<file path="config.mk">
export PLATFORM = sky130hd
export DESIGN_NAME = psr_bank
export DESIGN_NICKNAME = d
export VERILOG_FILES = /design/src/rtl/psr_bank_pkg.sv /design/src/rtl/psr_bank_psr_unpack.sv /design/src/rtl/psr_bank.sv
export SDC_FILE = /design/constraint.sdc
export NUM_CORES = 1
export LEC_CHECK = 0
export CORE_ASPECT_RATIO = 0.7
export CORE_UTILIZATION = 45
export DETAILED_ROUTE_END_ITERATION = 6
export PLACE_DENSITY = 0.69
export SLEW_MARGIN = 20
export SYNTH_ARGS = -nofsm -noshare
export SYNTH_HDL_FRONTEND = slang
export SYNTH_HIERARCHICAL = 1
export SYNTH_SLANG_ARGS = --single-unit
</file>
<file path="constraint.sdc">
create_clock -name clk -period 6.5 [get_ports clk]
set_input_delay 0.65 -clock clk [delete_from_list [all_inputs] [get_ports clk]]
set_output_delay 0.65 -clock clk [all_outputs]
set_load 0.005 [all_outputs]
</file>
<file path="src/rtl/psr_bank_pkg.sv">
// psr_bank_pkg: mode encodings, PSR record layout, FSM states and mode helpers for psr_bank
package psr_bank_pkg;
  localparam logic [4:0] MODE_USR = 5'b10000;
  localparam logic [4:0] MODE_FIQ = 5'b10001;
  localparam logic [4:0] MODE_IRQ = 5'b10010;
  localparam logic [4:0] MODE_SVC = 5'b10011;
  localparam logic [4:0] MODE_ABT = 5'b10111;
  localparam logic [4:0] MODE_UND = 5'b11011;
  localparam logic [4:0] MODE_SYS = 5'b11111;
  localparam int N_SPSR = 5;
  // Field order places T at bit 5 so the 12-bit record maps straight onto CPSR[7:0]
  typedef struct packed {
    logic [3:0] nzcv;
    logic       i;
    logic       f;
    logic       t;
    logic [4:0] m;
  } psr_t;
  typedef enum logic [1:0] {ST_IDLE, ST_SAVE, ST_SWITCH} state_e;
  function automatic logic has_spsr(input logic [4:0] m);
    return m inside {MODE_FIQ, MODE_IRQ, MODE_SVC, MODE_ABT, MODE_UND};
  endfunction
  function automatic logic mode_legal(input logic [4:0] m);
    return has_spsr(m) || m == MODE_USR || m == MODE_SYS;
  endfunction
  // Bank slot for a mode; only meaningful when has_spsr(m)
  function automatic logic [2:0] spsr_idx(input logic [4:0] m);
    return m == MODE_FIQ ? 3'd0 : m == MODE_IRQ ? 3'd1 : m == MODE_SVC ? 3'd2 :
           m == MODE_ABT ? 3'd3 : 3'd4;
  endfunction
endpackage

</file>
<file path="src/rtl/psr_bank_psr_unpack.sv">
// psr_unpack: expands a 12-bit PSR record {NZCV,I,F,T,M} into the 32-bit architectural layout
//   psr_i  in  12  packed record (psr_bank_pkg::psr_t)
//   psr_o  out 32  [31:28]=NZCV [7]=I [6]=F [5]=T [4:0]=M, other bits 0
module psr_unpack (
  input  logic [11:0] psr_i,
  output logic [31:0] psr_o
);
  assign psr_o = {psr_i[11:8], 20'b0, psr_i[7:0]};
endmodule

</file>
<file path="src/rtl/psr_bank.sv">
// psr_bank: CPSR plus five banked SPSRs with exception entry/return sequencing
//   clk          in   1   core clock
//   nreset       in   1   asynchronous active-low reset
//   PB_psr_in    in   11  packed PSR {NZCV,I,F,M}
//   PB_t_in      in   1   Thumb bit, present only with PSR_BANK_THUMB_EN
//   PB_cpsr_we   in   1   write CPSR from PB_psr_in
//   PB_spsr_we   in   1   write current mode's SPSR from PB_psr_in
//   PB_exc_req   in   1   start exception entry into PB_exc_mode
//   PB_exc_mode  in   5   exception target mode
//   PB_ret_req   in   1   exception return, CPSR <= current SPSR
//   PB_busy      out  1   entry sequence in progress, requests ignored
//   PB_done      out  1   pulse on entry/return completion
//   PB_mode_err  out  1   pulse on illegal mode or SPSR access in USR/SYS
//   PB_cpsr_out  out  32  unpacked CPSR
//   PB_spsr_out  out  32  unpacked SPSR of current mode, 0 in USR/SYS
// Define PSR_BANK_THUMB_EN to add PB_t_in and keep a live T bit; otherwise T is constant 0.
module psr_bank
  import psr_bank_pkg::*;
#(
  parameter logic [4:0] RESET_MODE = 5'b10011
) (
  input  logic        clk,
  input  logic        nreset,
  input  logic [10:0] PB_psr_in,
`ifdef PSR_BANK_THUMB_EN
  input  logic        PB_t_in,
`endif
  input  logic        PB_cpsr_we,
  input  logic        PB_spsr_we,
  input  logic        PB_exc_req,
  input  logic [4:0]  PB_exc_mode,
  input  logic        PB_ret_req,
  output logic        PB_busy,
  output logic        PB_done,
  output logic        PB_mode_err,
  output logic [31:0] PB_cpsr_out,
  output logic [31:0] PB_spsr_out
);
  state_e     state_q, state_d;
  psr_t       cpsr_q, cpsr_d;
  psr_t       spsr_q [N_SPSR];
  psr_t       spsr_d [N_SPSR];
  logic [4:0] exc_mode_q, exc_mode_d;
  logic       done_q, done_d, err_q, err_d;
  logic       t_in, cur_has;
  logic [2:0] cur_idx;
  psr_t       in_psr, cur_spsr;
`ifdef PSR_BANK_THUMB_EN
  assign t_in = PB_t_in;
`else
  assign t_in = 1'b0;
`endif
  assign in_psr   = {PB_psr_in[10:5], t_in, PB_psr_in[4:0]};
  assign cur_has  = has_spsr(cpsr_q.m);
  assign cur_idx  = spsr_idx(cpsr_q.m);
  assign cur_spsr = cur_has ? spsr_q[cur_idx] : '0;
  always_ff @(posedge clk or negedge nreset) begin
    if (!nreset) begin
      state_q    <= ST_IDLE;
      cpsr_q     <= '{nzcv: 4'b0, i: 1'b1, f: 1'b1, t: 1'b0, m: RESET_MODE};
      spsr_q     <= '{default: '0};
      exc_mode_q <= '0;
      done_q     <= 1'b0;
      err_q      <= 1'b0;
    end else begin
      state_q    <= state_d;
      cpsr_q     <= cpsr_d;
      spsr_q     <= spsr_d;
      exc_mode_q <= exc_mode_d;
      done_q     <= done_d;
      err_q      <= err_d;
    end
  end
  // Only banked modes are valid exception targets; anything else is rejected in IDLE
  always_comb begin
    state_d = state_q == ST_SAVE ? ST_SWITCH :
              (state_q == ST_IDLE && PB_exc_req && has_spsr(PB_exc_mode)) ? ST_SAVE : ST_IDLE;
  end
  always_comb begin
    cpsr_d     = cpsr_q;
    spsr_d     = spsr_q;
    exc_mode_d = exc_mode_q;
    done_d     = 1'b0;
    err_d      = 1'b0;
    if (state_q == ST_SAVE) begin
      spsr_d[spsr_idx(exc_mode_q)] = cpsr_q;
    end else if (state_q == ST_SWITCH) begin
      cpsr_d.m = exc_mode_q;
      cpsr_d.i = 1'b1;
      cpsr_d.f = cpsr_q.f | (exc_mode_q == MODE_FIQ);
      cpsr_d.t = 1'b0;
      done_d   = 1'b1;
    end else if (state_q == ST_IDLE) begin
      if (PB_exc_req) begin
        exc_mode_d = PB_exc_mode;
        err_d      = !has_spsr(PB_exc_mode);
      end else if (PB_ret_req) begin
        err_d = !cur_has;
        if (cur_has) begin
          cpsr_d = cur_spsr;
          done_d = 1'b1;
          if (!mode_legal(cur_spsr.m)) begin
            cpsr_d.m = cpsr_q.m;
            err_d    = 1'b1;
          end
        end
      end else begin
        // SPSR write targets the mode in force before any same-cycle CPSR write
        if (PB_spsr_we) begin
          if (cur_has) spsr_d[cur_idx] = in_psr;
          else err_d = 1'b1;
        end
        if (PB_cpsr_we) begin
          cpsr_d = in_psr;
          if (!mode_legal(in_psr.m)) begin
            cpsr_d.m = cpsr_q.m;
            err_d    = 1'b1;
          end
        end
      end
    end
  end
  always_comb begin
    PB_busy     = state_q != ST_IDLE;
    PB_done     = done_q;
    PB_mode_err = err_q;
  end
  psr_unpack u_cpsr (.psr_i(cpsr_q),   .psr_o(PB_cpsr_out));
  psr_unpack u_spsr (.psr_i(cur_spsr), .psr_o(PB_spsr_out));
endmodule

</file>
Word level (Yosys, flattened, before mapping) --
Index checks and enable logic that the tools add are counted.
Word-level totals: register bits after elaboration 81, bits of input ports 22, output and inout bits 67, logic and storage cells 161
Cells by class: $lt $le $gt $ge 4, equal/unequal tests 37, muxes and demuxes 52, bitwise logic cells 6, reductions and logical operators 28
Operator list (number):
- $mux W60 | 7
- $eq A5 B5 Y1 const B | 28
- $bwmux W60 | 2
- $mux W12 | 8
- $demux W12 S3 | 2
- $bmux W12 S3 | 1
- $mux W3 | 8
- $mux W8 | 3
- $reduce_bool A5 Y1 | 4
- $mux W1 | 18
- $reduce_and A6 Y1 | 2
- $reduce_bool A2 Y1 | 6
- $mux W5 | 2
- $ge A4 B4 Y1 const B | 2
- $lt A4 B1 Y1 const B | 2
- $ne A2 B1 Y1 const B | 4
- $not A3 Y4 | 2
- $reduce_and A7 Y1 | 1
- $ne A3 B1 Y1 const B | 2
- $reduce_bool A3 Y1 | 2
- $reduce_and A5 Y1 | 1
- $logic_and A1 B1 Y1 | 4
- $logic_or A1 B1 Y1 | 4
- $reduce_and A4 Y1 | 1
- other kinds (8) | 11

Logic depth before layout (Yosys ltp) --
depth in word-level cells 21, gate-level depth with buffers 10, depth with buffers taken out 8

Modules after synthesis --
Netlist, hierarchy kept.
Modules (own cells, without submodules):
- psr_bank | times used 1, cells each 495, area an instance 4790.8 µm², seq. area each 2033.2 µm²
- psr_unpack | times used 2, cells each 33, area an instance 244.0 µm², seq. area each 0.0 µm²

Worst setup path after synthesis --
Ideal clock, no wire load.
path type reg-to-reg, start point reg cpsr_q[4] (netlist name), end point reg spsr_q[26] (netlist name), setup time 0.125 ns, data arrival time 2.267 ns, required time 6.375 ns, slack 4.108 ns, cell stages (with the launch flop) 8, buffers on the path 2, period minus slack after synthesis 2.392 ns, cells stage by stage dfstp_2 -> or3b_1 -> buf_2 -> or2_2 -> mux2_2 -> nor2_1 -> buf_4 -> mux2_2
Between the ends: cells in the longest elaborated chain, start to end 18, elaborated cells on any way between the ends 26, classes of those cells 2 x order compare; 5 x eq/ne; 14 x mux; 1 x bitwise; 4 x reduce/logical
Ends and longest elaborated chain:
- start, declared | RTL line psr_bank.sv:40 | psr_t cpsr_q, cpsr_d;
- start signal, assigned | RTL line psr_bank.sv:60 | cpsr_q <= '{nzcv: 4'b0, i: 1'b1, f: 1'b1, t: 1'b0, m: RESET_MODE};
- start signal, assigned | RTL line psr_bank.sv:67 | cpsr_q <= cpsr_d;
- $eq A5 B5 Y1 | RTL line psr_bank_pkg.sv:21, psr_bank_pkg.sv:29
- $mux W3 | RTL line psr_bank_pkg.sv:29 | m == MODE_ABT ? 3'd3 : 3'd4;
- $mux W3 (3 in a row) | RTL line psr_bank_pkg.sv:28 | return m == MODE_FIQ ? 3'd0 : m == MODE_IRQ ? 3'd1 : m == MODE_SVC ? 3'd2 :
- $not A3 Y4 (implied by the code) | RTL line psr_bank.sv:110 | if (cur_has) spsr_d[cur_idx] = in_psr;
- $ge A4 B4 Y1 (implied by the code) or $lt A4 B1 Y1 (tied branches) | RTL line psr_bank.sv:110
- $logic_and A1 B1 Y1 (implied by the code) | RTL line psr_bank.sv:110
- $mux W12 (implied by the code) | RTL line psr_bank.sv:110
- $demux W12 S3 | RTL line psr_bank.sv:110
- $bwmux W60 | RTL line psr_bank.sv:110
- $mux W60 | RTL line psr_bank.sv:110
- $mux W60 | RTL line psr_bank.sv:109 | if (PB_spsr_we) begin
- $mux W60 | RTL line psr_bank.sv:97 | end else if (PB_ret_req) begin
- $mux W60 | RTL line psr_bank.sv:94 | if (PB_exc_req) begin
- $mux W60 | RTL line psr_bank.sv:93 | end else if (state_q == ST_IDLE) begin
- $mux W60 | RTL line psr_bank.sv:87 | end else if (state_q == ST_SWITCH) begin
- $mux W60 | RTL line psr_bank.sv:85 | if (state_q == ST_SAVE) begin
- end signal, assigned | RTL line psr_bank.sv:68 | spsr_q <= spsr_d;
- end, declared | RTL line psr_bank.sv:41 | psr_t spsr_q [N_SPSR];
Several ways; a longest one is shown, not always the timed one. The select of a mux whose other input is x is not followed. A chain may end at the register's enable or synchronous reset.

Worst setup path in the final report --
start point reg cpsr_q[1] (netlist name), end point out PB_spsr_out[30]
Between the ends: cells in the longest elaborated chain, start to end 10, elaborated cells on any way between the ends 15, classes of those cells 5 x eq/ne; 8 x mux; 1 x bitwise; 1 x reduce/logical
Ends and longest elaborated chain:
- $eq A5 B5 Y1 | RTL line psr_bank_pkg.sv:21, psr_bank_pkg.sv:29
- $mux W3 | RTL line psr_bank_pkg.sv:29
- $mux W3 (3 in a row) | RTL line psr_bank_pkg.sv:28
- $not A3 Y4 (implied by the code) | RTL line psr_bank.sv:56 | assign cur_spsr = cur_has ? spsr_q[cur_idx] : '0;
- $bmux W12 S3 | RTL line psr_bank.sv:56
- $mux W12 (implied by the code) (2 in a row) | RTL line psr_bank.sv:56
- $mux W12 * | RTL line psr_bank.sv:56
- end, declared | RTL line psr_bank.sv:37 | output logic [31:0] PB_spsr_out
Every way passes the cells marked *; elsewhere a longest branch is shown, timed or not. The select of a mux whose other input is x is not followed.

==> metrics.yaml <==
grt_pass1_vias: 4060
synthMuxAreaShare: 0.1643
routabilityCongestion: 0.9123
synth_edf_count: 0
critical_path_arrival_ps: 3110
fin_crit_ps: 3758
htree_levels: 3
die-height_um: 92.62
synthAdderAreaFrac: 0.01138
cp.buffers_inverters: 1
endpoint_kind: "primary output"
fin_crit_sh: 0.5781
area_growth_syn_to_layout_pct: 9.552
place_ws_ps: 2839
die_area_um2: 12170
ir_worst_vdd_mv: 0.1851
synth_cells: 561
synth_area_um2: 5279
insertion_delay_ps: 340
cts_tree: "built"
path_class: "reg -> out"
die_w_um: 131.5
clk_pin_slew_ps: 60
cts_hold_buf: 0
drt-vias-per-instance: 6.026
antenna_found_initial: 1
final_common_cell: "dfrtp_1"
ys_warn_count: 6
cap_violations: 0
hold_viol_final: 0
critPathTopFamily: "simple AND/OR/NAND/NOR gates"
drive_above_1_share: 0.1820
synth_seq_cells: 81
worst_pin_slew_ps: 1048
ys.flop_type: "dfrtp_1"
clkPwrFrac: 0.273
ios: 89
grt_pass1_wl_mm: 22.91
yosysSeqAreaShare: 0.3852
status: "finished clean"
setup_viol: 0
cts-buffers-inserted: 9
crit_chain: "nand3b_1 > nor2_1 > a21oi_1 > nor3_1 > clkdlybuf4s50_1"
power_frac_comb: 0.316
final_cell_mix: "76 x dfrtp_1, 61 x mux2_2, 49 x nor2_1"
fin_skew_ps: 5.837
yosys.area_share.simple: 0.1332
core_area_um2: 11210
wirelength_mm: 14.49
path_max_fanout: 23
powerDensity_nw_per_um2: 329.6
wl_per_cell_um: 20.15
relSlewSlack: 0.2987
async_reset_ff_frac: 1.000
syn_avg_cell_area_um2: 9.410
grt_max_degree: 82
overflow: 0
crit_path_max_incr_delay_ps: 880
synth.distinct_cells: 59
worstHoldPathType: "in -> async"
power.switching_mw: 0.6918
max_freq_ghz: 0.2661
fin_setup_tns_ps: 0
synthXorXnorAreaFrac: 0.001659
port_buffers: 48
ant_nets: 0
post_cts_buffers: 0
drtPass1Iterations: 5
hpwl_mm: 10.24
num_vias: 4333
crit_path_start_kind: "register"
ctsResizeCount: 0
crit_path_top_delay_cell: "dfstp_2"
drt-initial-drc-count: 524
gr-usage-all-layers: 0.2463
drc_errors: 0
leakage_nw: 2.455
start_util: 0.4709
slew_viol_final: 0
layout.nets: 587
p_int_mw: 1.214
p_seq_frac: 0.410
p_sw_frac: 0.3629
rows: 32
cts-root-buf: "clkbuf_16"
required_ps: 5850
synth_compound_area_frac: 0.1728
synth_top_family_by_area: "compound AO/OA/AOI/OAI gates"
num-fill-cells: 1041
rsz0062_at_grt: "no"
cts.sinks: 81
diodes: 0
clockBufferDepth: 2
setup_ws_ps: 2743
-- per-stage QoR --
stage / utilization / hold slack, ps / power [mW] / cells / cell area (um^2)
finish: 0.5158 / 318.9 / 1.906 / 719 / 5783
global route: 0.5158 / 398.8 / 1.999 / 719 / 5783
detailed placement: 0.4885 / 491.9 / 1.375 / 703 / 5477
CTS: 0.5155 / 510.1 / 1.898 / 719 / 5779
floorplan: - / 354.4 / 1.207 / 599 / 5421
global placement: 0.4885 / 484.9 / 1.359 / 703 / 5477
-- registers in the layout, indices dropped and copies added (netlist names) --
| name | count |
|---|---|
| cpsr_q | 12 |
| spsr_q | 60 |
| state_q | 2 |
| PB_mode_err | 1 |
| exc_mode_q | 5 |
| PB_done | 1 |
-- worst register-to-register path, delay by kind of cell, from the launching register on --
family | cells | cell delay (ps)
muxes | 2 | 730
and+or+nand+nor | 3 | 1850
DFF | 1 | 820
-- area by class of cell --
cell class              count  area, um^2  share of cell area
inverters                  10       37.54            0.006491
well taps                 153       191.4             0.03310
clock buffers               9       225.2             0.03894
multi-input cells         407        2706              0.4680
flip-flops and latches     81        2033              0.3516
clock inverters             7       77.57             0.01341
repair buffers             52       511.7             0.08849
-- worst paths after layout --
kind	startpoint	endpoint	slack, ps	cells after the start
max	cpsr_q[1]$_DFFE_PN1P_	PB_spsr_out[30]	2740	5
min	nreset	spsr_q[52]$_DFFE_PN0P_	320	1
max reg2reg	cpsr_q[4]$_DFFE_PN1P_	spsr_q[24]$_DFFE_PN0P_	2990	5
min reg2reg	spsr_q[45]$_DFFE_PN0P_	spsr_q[45]$_DFFE_PN0P_	510	1
max in group asynchronous	nreset	spsr_q[6]$_DFFE_PN0P_	5610	1
min in group clk	spsr_q[45]$_DFFE_PN0P_	spsr_q[45]$_DFFE_PN0P_	510	1
-- per-layer routing --
metal	vias to the layer above	track usage	share of wire
met4	2	0.06298	0.014
met1	2138	0.3540	0.46
met2	245	0.3532	0.42
met3	25	0.07937	0.11
li1	1923	-	-
met5	-	0	0.00090
-- synth_stat cells, types with 2 or more instances --
master / number / area [um^2]
a211o_1: 3 / 26.28
a21o_1: 2 / 15.01
a21oi_1: 46 / 230.2
a222oi_1: 2 / 20.02
a2bb2oi_1: 6 / 52.55
a31oi_1: 2 / 12.51
a32oi_1: 4 / 35.03
and4b_1: 2 / 20.02
buf_2: 8 / 40.04
buf_4: 67 / 503.0
clkbuf_1: 23 / 86.33
conb_1: 2 / 7.510
dfrtp_1: 76 / 1902
dfstp_2: 5 / 131.4
ha_1: 4 / 50.05
inv_1: 10 / 37.54
mux2_2: 61 / 686.9
mux2i_1: 18 / 180.2
nand2_1: 27 / 101.4
nand2b_1: 14 / 87.58
nand3_1: 3 / 15.01
nand3b_1: 5 / 37.54
nand4_1: 3 / 18.77
nor2_1: 49 / 183.9
nor2b_1: 6 / 37.54
nor3_1: 8 / 40.04
nor3b_1: 2 / 15.01
nor4_1: 3 / 18.77
o211ai_1: 8 / 60.06
o21ai_0: 8 / 40.04
o21bai_1: 3 / 22.52
o22ai_1: 45 / 281.5
or2_2: 9 / 56.30
or3_1: 2 / 12.51
-- cells by family (layout without fill, tap and decap cells) --
logic type	Yosys count	in the layout
AOI/OAI and AO/OA	141	141
and+or+nand+nor	141	141
buffers and inverters	111	78
DFF	81	81
muxes	79	79
adders and majority gates	5	5
other	2	40
xor gates and xnor gates	1	1
-- power groups by stage --
| stage | Clock [mW] | Combinational, mW | Sequential [mW] |
|---|---|---|---|
| after floorplan | 0 | 0.536 | 0.671 |
| after global placement | 0 | 0.580 | 0.778 |
| after detailed placement | 0 | 0.591 | 0.784 |
| after CTS | 0.528 | 0.595 | 0.775 |
| after global routing | 0.545 | 0.658 | 0.796 |
| final | 0.521 | 0.603 | 0.782 |
(Power assumes the default switching activity.)
==> RTL edit 1 (same settings) <==
The option `PSR_BANK_THUMB_EN` is turned on by a define.
--- a/src/rtl/psr_bank.sv
+++ b/src/rtl/psr_bank.sv
@@ -14,6 +14,8 @@
 //   PB_cpsr_out  out  32  unpacked CPSR
 //   PB_spsr_out  out  32  unpacked SPSR of current mode, 0 in USR/SYS
 // Define PSR_BANK_THUMB_EN to add PB_t_in and keep a live T bit; otherwise T is constant 0.
+`define PSR_BANK_THUMB_EN
+
 module psr_bank
   import psr_bank_pkg::*;
 #(
Interface: changed (added PB_t_in); port bits go from 89 to 90. The function was not compared with the original's and may differ.
==> RTL edit 1 against the original RTL <==
Critical path depth is the same; worst hold slack improved by 42 ps; setup slack worse by 360 ps; die area up 1.8%; sequential cell count is the same; area after synthesis increased by 1.8%; fmax decreased by 8.8%; routed wire length grew 4.8%; via count increased by 0.28%; core utilization increased by 0.42 points; final area up 1.9%; total power is 14% higher; non-clock buffer count rose by 1; clock power up 11%; largest power group unchanged.
==> RTL edit 1: results <==
outcome:
  status: "completed"
power:
  vdd_drop_max_mv: 0.226
  leakagePower_uw: 0.00252
  switching_share_pct: 37.1
  clock_power_uw: 577
  p_per_area_nw_per_um2: 369
  combPwrFrac_pct: 36.7
timing:
  timing.slew.headroom_pct: 30.0
  clock_skew_ps: 8.34
  hold_slack_ps: 361
  fin_ws_ps: 2380
synth:
  ys_types: 65
  synth_area_leaders: "dfrtp_1 35%, mux2_2 13%, buf_4 9.6%"
  ys_seq_area_share_pct: 37.8
  synthTopCellsByCount: "76 x dfrtp_1, 69 x buf_4, 64 x mux2_2, 55 x o22ai_1, 46 x nor2_1"
placed_design:
  place_ws_ps: 2870
  place_congestion: 0.927
  numPortBuffers: 49
  dp_cells: 705
  placed_area_um2: 5550
  dp_hpwl_um: 10800
grt:
  first_global_vias: 4071
  grt_pass1_wl_um: 23900
  gr-usage-met1_pct: 39.2
  use_met3_pct: 6.88
  gr-usage-all-layers_pct: 25.5
  antenna_found_initial: 0
  grt_use_met2_pct: 34.8
setup_path:
  crit_arrival_ps: 3470
  reg2reg_slack_ps: 2720
  path_max_fanout: 20
  reg2reg_to: "spsr_q[39]"
  crit_path_end: "PB_spsr_out[5]"
  reg2reg_from: "cpsr_q[2]"
finish:
  final_cell_area_um2: 5890
  fill_cells: 1005
  drive_above_1_share_pct: 19.4
  fin_cells: 721
  nNetsFinal: 590
drt:
  maxUsedRoutingLayer: "met4"
  wl_met2_um: 6120
  avgViaCountPerCell: 6.03
  wl_met1_um: 7290
  wl_met3_um: 1570
  drtIter0Drc: 507
  routed_wl_um: 15200
[RTL edit 1: cells by family (layout without fill, tap and decap cells)]
group | Yosys count | count (layout) | synth area share (%)
AO/OA/AOI/OAI | 159 | 159 | 19.9
AND/OR/NAND/NOR | 135 | 135 | 13.1
adder cells (fa/ha/maj) | 4 | 4 | 0.931
other | 2 | 40 | 0.140
flip-flops | 81 | 81 | 37.8
multiplexers | 69 | 69 | 14.3
XOR/XNOR | 1 | 1 | 0.512
buffers and inverters | 111 | 79 | 13.3
[RTL edit 1: cell type report]
type | instances | area share, %
clock buffers | 12 | 4.52
clock inverters | 4 | 1.25
inverters | 10 | 0.637
multi-input cells | 408 | 47.0
flip-flops and latches | 81 | 34.5
well taps | 153 | 3.25
repair buffers | 53 | 8.85
[RTL edit 1: critical path: stages (launching register included)]
cell and delay [ps]:
dfrtp_1 700, nor2b_1 300, nand4_1 590, o2bb2ai_1 160, nor4_1 720, clkdlybuf4s50_1 650
==> RTL edit 2 (config.mk and constraints unchanged) <==
Without the edit above. Register the output `PB_spsr_out`, with the module's reset; this adds one clock of latency there. The other outputs are not delayed to match.
--- a/src/rtl/psr_bank.sv
+++ b/src/rtl/psr_bank.sv
@@ -36,6 +36,8 @@
   output logic [31:0] PB_cpsr_out,
   output logic [31:0] PB_spsr_out
 );
+
+  logic [31:0] PB_spsr_d;
   state_e     state_q, state_d;
   psr_t       cpsr_q, cpsr_d;
   psr_t       spsr_q [N_SPSR];
@@ -126,6 +128,14 @@
     PB_mode_err = err_q;
   end
   psr_unpack u_cpsr (.psr_i(cpsr_q),   .psr_o(PB_cpsr_out));
-  psr_unpack u_spsr (.psr_i(cur_spsr), .psr_o(PB_spsr_out));
+  psr_unpack u_spsr (.psr_i(cur_spsr), .psr_o(PB_spsr_d));
+  always_ff @(posedge clk or negedge nreset) begin
+    if (!nreset) begin
+      PB_spsr_out <= '0;
+    end else begin
+      PB_spsr_out <= PB_spsr_d;
+    end
+  end
+
 endmodule
 
Formal check against the unedited RTL: not equivalent (a bounded check fails within 4 cycles, from zero or initial values and one cycle with nreset low).
==> RTL edit 2 against the original RTL <==
Core utilization up 2.7 points; largest power group unchanged; sequential cell count is 32 higher; setup slack worse by 39 ps; routed wire length is 9.4% higher; count of clock-buffer cells in the layout grew 9; total power is 41% higher; sequential power grew 28%; final area increased by 23%; area after synthesis grew 15%.
==> RTL edit 2: results <==
outcome:
  status: "completed"
setup_path:
  slowest_stage: "nor2_2"
  reg2reg_slack_ps: 2700
  critPathLaunch: "state_q[1]"
  worst_path_largest_cell_delay_ps: 820
  reg2reg_to: "spsr_q[37]"
  rr_worst_depth: 8
drt:
  maxUsedRoutingLayer: "met4"
  wl_met2_um: 7040
  drtIter0Drc: 601
  wl_met1_um: 7000
  routedWlPerCell_um: 19.5
  wl_met3_um: 1490
timing:
  timing.slew.headroom_pct: 32.2
  fin_crit_sh_pct: 58.4
  clock_skew_ps: 6.86
die:
  die_x_um: 141
grt:
  gr-usage-met1_pct: 32.9
  grt_max_degree: 72
  gr-usage-all-layers_pct: 24.1
  use_met3_pct: 6.88
  first_global_vias: 4515
  antenna_found_initial: 0
  grt_pass1_wl_um: 25100
finish:
  seq_area_um2: 2830
  area_share_nonclk_buffers_pct: 10.3
  drive_above_1_share_pct: 13.1
  multi_input_gates: 420
  fin_cells: 814
  clock_cell_area_share_pct: 8.79
  clkbuf_count: 18
  multi_input_area_share_pct: 37.9
synth:
  ys_types: 61
  synth_area_leaders: "dfrtp_1 45%, buf_4 8.0%, nand2_1 3.8%"
  synthTopCellsByCount: "108 x dfrtp_1, 65 x buf_4, 62 x nand2_1, 44 x a21oi_1, 38 x nor2_1"
  netlist_instances: 606
placed_design:
  place_congestion: 0.875
  dp_cells: 782
  numPortBuffers: 68
  placed_area_um2: 6500
  dp_hpwl_um: 10200
power:
  comb-power_uw: 692
  vdd_drop_max_mv: 0.217
  p_seq_uw: 998
  power_switching_uw: 862
clocking:
  numCtsBuffers: 17
[RTL edit 2: changes by cell type after synthesis, sizes merged, moves of 7 or more]
cell,before,now
or2,10,2
nand2,27,62
a211oi,1,8
nor2,50,39
o211ai,9,1
o22ai,45,11
dfrtp,76,108
o22a,0,11
o21a,1,22
nand2b,15,5
o21ai,9,27
o221ai,1,23
mux2,61,26
[RTL edit 2: worst max-delay path: cells and delay by family, from the launching register on]
family          cells  cell delay (ps)
compound gates      3              590
fa+ha+maj           1              730
flops               1              400
simple gates        2             1110
buf+inv             2              840
[RTL edit 2: kinds of logic after synthesis]
group | Yosys count | synth area share, %
AOI/OAI and AO/OA | 178 | 20.9
and+or+nand+nor | 153 | 12.0
muxes | 44 | 8.11
other | 2 | 0.124
adders and majority gates | 5 | 0.990
DFF | 113 | 46.7
buffers and inverters | 111 | 11.2
